==> src/rtl/dsp48a1_preadder_stage_if.sv <==
// rtl/dsp48a1_preadder_stage_if.sv - operand/result bundle for the DSP48A1 pre-adder stage
interface dsp48a1_preadder_stage_if #(
    parameter int WIDTH = 18
);
    logic             in_valid;
    logic [WIDTH-1:0] D;
    logic [WIDTH-1:0] B;
    logic             opmode_sub;
    logic             opmode_pre;
    logic [WIDTH-1:0] out;
    logic             carry_out;
    logic             out_valid;

    modport master (
        output in_valid, D, B, opmode_sub, opmode_pre,
        input  out, carry_out, out_valid
    );

    modport slave (
        input  in_valid, D, B, opmode_sub, opmode_pre,
        output out, carry_out, out_valid
    );
endinterface

==> src/rtl/dsp48a1_preadder_stage.sv <==
// rtl/dsp48a1_preadder_stage.sv - DSP48A1 pre-adder/subtracter with optional input and B1 registers
module dsp48a1_preadder_stage #(
    parameter int WIDTH = 18,
    parameter bit REG1  = 1'b1,
    parameter bit REG2  = 1'b1
) (
    input  logic                      clk,
    input  logic                      rst,
    input  logic                      ce,
    dsp48a1_preadder_stage_if.slave   bus
);
    logic [WIDTH-1:0] d1;
    logic [WIDTH-1:0] b1;
    logic             sub1;
    logic             pre1;
    logic             valid1;

    logic [WIDTH:0]   sum;
    logic [WIDTH:0]   diff;
    logic [WIDTH-1:0] mux_res;
    logic             mux_flag;

    // Keeps the purely combinational configuration free of dangling-input noise.
    logic unused_ok;
    assign unused_ok = ^{clk, rst, ce};

    generate
        if (REG1) begin : g_reg1
            always_ff @(posedge clk or negedge rst) begin
                if (!rst) begin
                    d1     <= '0;
                    b1     <= '0;
                    sub1   <= 1'b0;
                    pre1   <= 1'b0;
                    valid1 <= 1'b0;
                end else if (ce) begin
                    d1     <= bus.D;
                    b1     <= bus.B;
                    sub1   <= bus.opmode_sub;
                    pre1   <= bus.opmode_pre;
                    valid1 <= bus.in_valid;
                end
            end
        end else begin : g_noreg1
            assign d1     = bus.D;
            assign b1     = bus.B;
            assign sub1   = bus.opmode_sub;
            assign pre1   = bus.opmode_pre;
            assign valid1 = bus.in_valid;
        end
    endgenerate

    // Zero-extended subtraction leaves the unsigned borrow in the top bit.
    assign sum  = {1'b0, d1} + {1'b0, b1};
    assign diff = {1'b0, d1} - {1'b0, b1};

    always_comb begin
        mux_res  = b1;
        mux_flag = 1'b0;
        if (pre1) begin
            if (sub1) begin
                mux_res  = diff[WIDTH-1:0];
                mux_flag = diff[WIDTH];
            end else begin
                mux_res  = sum[WIDTH-1:0];
                mux_flag = sum[WIDTH];
            end
        end
    end

    generate
        if (REG2) begin : g_reg2
            always_ff @(posedge clk or negedge rst) begin
                if (!rst) begin
                    bus.out       <= '0;
                    bus.carry_out <= 1'b0;
                    bus.out_valid <= 1'b0;
                end else if (ce) begin
                    bus.out       <= mux_res;
                    bus.carry_out <= mux_flag;
                    bus.out_valid <= valid1;
                end
            end
        end else begin : g_noreg2
            assign bus.out       = mux_res;
            assign bus.carry_out = mux_flag;
            assign bus.out_valid = valid1;
        end
    endgenerate
endmodule

==> src/flat_wrapper.sv <==
// flat-port wrapper written by rule: the top's interface ports become plain ports
module dsp48a1_preadder_stage_flat 
#(
    parameter int WIDTH = 18,
    parameter bit REG1  = 1'b1,
    parameter bit REG2  = 1'b1
)
  (clk, rst, ce, bus_in_valid, bus_D, bus_B, bus_opmode_sub, bus_opmode_pre, bus_out, bus_carry_out, bus_out_valid);
  dsp48a1_preadder_stage_if #(.WIDTH(WIDTH)) bus_i ();
  input  logic clk;
  input  logic rst;
  input  logic ce;
  input wire logic [$bits(bus_i.in_valid)-1:0] bus_in_valid;
  input wire logic [$bits(bus_i.D)-1:0] bus_D;
  input wire logic [$bits(bus_i.B)-1:0] bus_B;
  input wire logic [$bits(bus_i.opmode_sub)-1:0] bus_opmode_sub;
  input wire logic [$bits(bus_i.opmode_pre)-1:0] bus_opmode_pre;
  output wire logic [$bits(bus_i.out)-1:0] bus_out;
  output wire logic [$bits(bus_i.carry_out)-1:0] bus_carry_out;
  output wire logic [$bits(bus_i.out_valid)-1:0] bus_out_valid;
  assign bus_i.in_valid = bus_in_valid;
  assign bus_i.D = bus_D;
  assign bus_i.B = bus_B;
  assign bus_i.opmode_sub = bus_opmode_sub;
  assign bus_i.opmode_pre = bus_opmode_pre;
  assign bus_out = bus_i.out;
  assign bus_carry_out = bus_i.carry_out;
  assign bus_out_valid = bus_i.out_valid;
  dsp48a1_preadder_stage #(.WIDTH(WIDTH), .REG1(REG1), .REG2(REG2)) u_core (.clk(clk), .rst(rst), .ce(ce), .bus(bus_i));
endmodule
==> config.mk <==
export PLATFORM = sky130hd
export DESIGN_NAME = dsp48a1_preadder_stage_flat
export DESIGN_NICKNAME = d
export VERILOG_FILES = /design/src/rtl/dsp48a1_preadder_stage_if.sv /design/src/rtl/dsp48a1_preadder_stage.sv /design/src/flat_wrapper.sv
export SDC_FILE = /design/constraint.sdc
export NUM_CORES = 1
export LEC_CHECK = 0
export CAP_MARGIN = 15
export CELL_PAD_IN_SITES_DETAIL_PLACEMENT = 0
export CELL_PAD_IN_SITES_GLOBAL_PLACEMENT = 1
export CORE_MARGIN = 3
export CORE_UTILIZATION = 42
export CTS_CLUSTER_SIZE = 40
export DETAILED_ROUTE_END_ITERATION = 10
export PLACE_DENSITY_LB_ADDON = 0.12
export SKIP_LAST_GASP = 1
export SLEW_MARGIN = 30
export SYNTH_ARGS = -nofsm -noshare
export SYNTH_HDL_FRONTEND = slang
export SYNTH_SLANG_ARGS = --single-unit
==> constraint.sdc <==
create_clock -name clk -period 3.1 [get_ports clk]
set_input_delay 0.775 -clock clk [delete_from_list [all_inputs] [get_ports clk]]
set_output_delay 0.775 -clock clk [all_outputs]
set_load 0.05 [all_outputs]
==> reports/qor.txt <==
R2r worst-path depth = 10
Max Freq = 367.5 MHz
Crit. End Element = flip-flop
CTS Buffer Depth = 2
Max_cap viols = 0
Gpl congestion = 0.8784
# H-tree levels = 3
Most common cell after layout, fill and taps aside = clkdlybuf4s50_1
TritonCTS clock tree = built
Netlist cell types = 58
TNS Setup = 0 ns
Commonest cells after routing, fill and taps aside = 59 x clkdlybuf4s50_1, 58 x dfrtp_1, 42 x o21ai_0, 41 x inv_1, 37 x a21oi_1
Vert. Die Dim = 105.1 µm
Detailed-route vias per instance = 5.363
P_int = 1.740 mW
Switching pwr = 1.146 mW
Tcrit/Tclk final = 0.8777
CP Launch Type = flip-flop
Worst Hold Class = input pin to async pin
RSZ-0062 raised after global routing = false
Clk_skew = 0.01306 ns
Maximum VDD drop = 0.3278 mV
Vias = 3459
# IOs = 62
Worst path cell trace = inv_1 > ha_1 > a21o_1 > a21oi_2 > a32oi_2 > a31o_1 > a221o_1 > a221oi_2 > xor2_1 > o21ai_1
CP max-delay cell = ha_1
Status = finished, final reports clean
Routed Antenna Nets = 0
Clk pin slew, worst setup/hold paths = 0.08 ns
Nets@finish = 591
HPWL Detailed = 7564 µm
Synth Cell Area = 4123 µm²
Flop pwr share = 0.334
Post-synth ARST share = 1.000
Final hold vios = 0
EDFF count, synth = 0
Port bufs = 61
Final setup fails = 0
Area delta synth->final = 21.79%
Post-synth top flop = dfrtp_1
Drc violations = 0
CTS root buffer = clkbuf_8
Pleak = 2.168 nW
Drt wl/cell = 15.78 µm
Initial DRC count = 162
Largest family of logic cells by synthesized area = compound AO/OA/AOI/OAI gates
CP peak stage delay = 0.40 ns
Worst-Margin Slew = 0.7622 ns
DRT Pass-1 Iters = 7
Clock power frac = 0.244
Final wirelength = 10180 µm
Adder-cell share of the synthesized area = 0.1190
Skew-Pair Late Insertion Delay = 0.36 ns
Initial antenna violation count = 0
Clk sinks = 59
Vias in the first global route = 3435
First-pass GRT wire length = 17550 µm
Comb power frac = 0.422
Final Hold Slack = 0.4836 ns
Post-synthesis simple-gate area fraction = 0.1156
Fill count = 934
Gr ovfl total = 0
Synthesis-stage register bit count = 59
# hold bufs at CTS = 0
Die area = 11040 µm²
Fraction of layout cells with a size suffix above 1 = 0.1124
CP Max Fanout = 7
Crit path kind = flip-flop to flip-flop
Core ar. = 9371 µm²
Crit path arrival time = 2.96 ns
Xor and xnor area share after synthesis = 0.03399
Mux contribution to synthesized area = 0.07557
Avg Cell Area, Syn = 8.943 µm²
Yosys Warn Count = 0
Synthesized instance count = 461
Power consumption = 2.885 mW
Syn Nets = 541
Sequential share of the synthesized area = 0.3581
Die width = 105.1 µm
Num rows = 35
Min Tclk post-route = 2.721 ns
Total CTS buffers = 9
Synth Area in Compound Gates = 0.2285
Antenna diode count = 0
Initial core utilization = 0.4399
Final Max Tran Viols = 0
GRT Overall Usage = 0.1951
Resized cells post-CTS = 0
Largest net degree at the start of global routing = 48
Data required time of the worst path = 3.34 ns
Postcts setup bufs = 0
Sw frac = 0.3971
Power Density = 574.6 nW/µm²
Max_slew headroom = 0.4919
==> through the flow <==
step	utilization	instance area (µm²)	cells	setup slack [ns]
floorplan	-	4123	461	0.6155
global placement	0.5150	4826	629	0.4179
detailed placement	0.5150	4826	629	0.3914
CTS	0.5356	5020	645	0.3661
global route	0.5358	5021	645	0.05956
finish	0.5358	5021	645	0.3792
==> routing by layer <==
| layer | part of all wire | track usage | wire length, µm | up-vias |
|---|---|---|---|---|
| met1 | 0.50 | 0.2811 | 5128 | 1652 |
| met5 | 0 | 0 | 0 | - |
| li1 | - | - | - | 1723 |
| met4 | 0.011 | 0.05061 | 107 | 0 |
| met3 | 0.042 | 0.04447 | 432 | 10 |
| met2 | 0.44 | 0.2942 | 4507 | 74 |
==> final timing paths <==
path | slack [ns] | endpoint | from
min | 0.48 | u_core.bus.out[7] | rst
min reg2reg | 0.49 | u_core.bus.out[10] | u_core.bus.out[10]
max reg2reg | 0.38 | u_core.bus.out[16] | u_core.b1[4]
max in group asynchronous | 1.91 | u_core.bus.out[12] | rst
max | 0.38 | u_core.bus.out[16] | u_core.b1[4]
min in group clk | 0.49 | u_core.bus.out[10] | u_core.bus.out[10]
==> flip-flops by register name, summed over array words and instances, names as in the netlist <==
name                  cells
u_core.b1                18
u_core.bus.out           18
u_core.d1                18
u_core.bus.carry_out      1
u_core.bus.out_valid      1
u_core.pre1               1
u_core.sub1               1
u_core.valid1             1
==> power by group through the flow <==
stage / sequential (mW) / combinational, mW / clock (mW)
floorplan: 1.17 / 0.653 / 0
global placement: 0.973 / 1.22 / 0
detailed placement: 0.977 / 1.22 / 0
CTS: 0.963 / 1.22 / 0.722
global route: 0.981 / 1.34 / 0.761
finish: 0.962 / 1.22 / 0.705
==> synthesized netlist by cell type (all sizes together), types with 2 or more instances <==
cell type  instances  area (µm²)
inv               43       161.4
or3                5       31.28
xnor2             13       113.9
and3               3       18.77
mux2i              3       30.03
mux2              25       281.5
nand2             30       112.6
nand3              5       25.02
nand3b             4       30.03
a31oi              6       37.54
buf                9       48.79
o21bai             5       37.54
nor2              32       120.1
a211oi             6       50.05
o221ai             4       35.03
a311oi             2       17.52
nand2b             2       12.51
o311ai             3       26.28
a211o              2       17.52
fa                 2       40.04
clkbuf            20       75.07
xor2               3       26.28
a32oi              2       25.03
nor3               4       20.02
a2111oi            2       17.52
o211ai             5       42.54
dfrtp             59        1476
a21o               5       37.54
o31ai              5       37.54
a221oi             2       23.77
o21ai             47       235.2
nand4              6       37.54
a21oi             38       193.9
o21a               2       15.01
nor2b              9       56.30
ha                36       450.4
a31o               2       17.52
==> worst max-delay path: cells and delay by family, from the launching register on <==
| family | cells | cell delay (ns) |
|---|---|---|
| flip-flops | 1 | 0.39 |
| XOR/XNOR | 1 | 0.17 |
| AO/OA/AOI/OAI | 7 | 1.57 |
| adder cells (fa/ha/maj) | 1 | 0.40 |
| buffers and inverters | 1 | 0.06 |
==> cells by family after synthesis <==
group | count (synthesis)
AOI/OAI and AO/OA | 146
and+or+nand+nor | 102
buffers and inverters | 72
DFF | 59
adders and majority gates | 38
muxes | 28
xor gates and xnor gates | 16
==> layout make-up <==
class                      instances  area, µm²  share of cell area
multi-input combinational        330       2361              0.4702
sequential                        59       1478              0.2943
timing repair buffer              68      665.6              0.1326
inverter                          43      161.4             0.03215
tap                              129      161.4             0.03215
clock buffer                      10      127.6             0.02542
clock inverter                     6      66.31             0.01321
(Power assumes the default switching activity.)
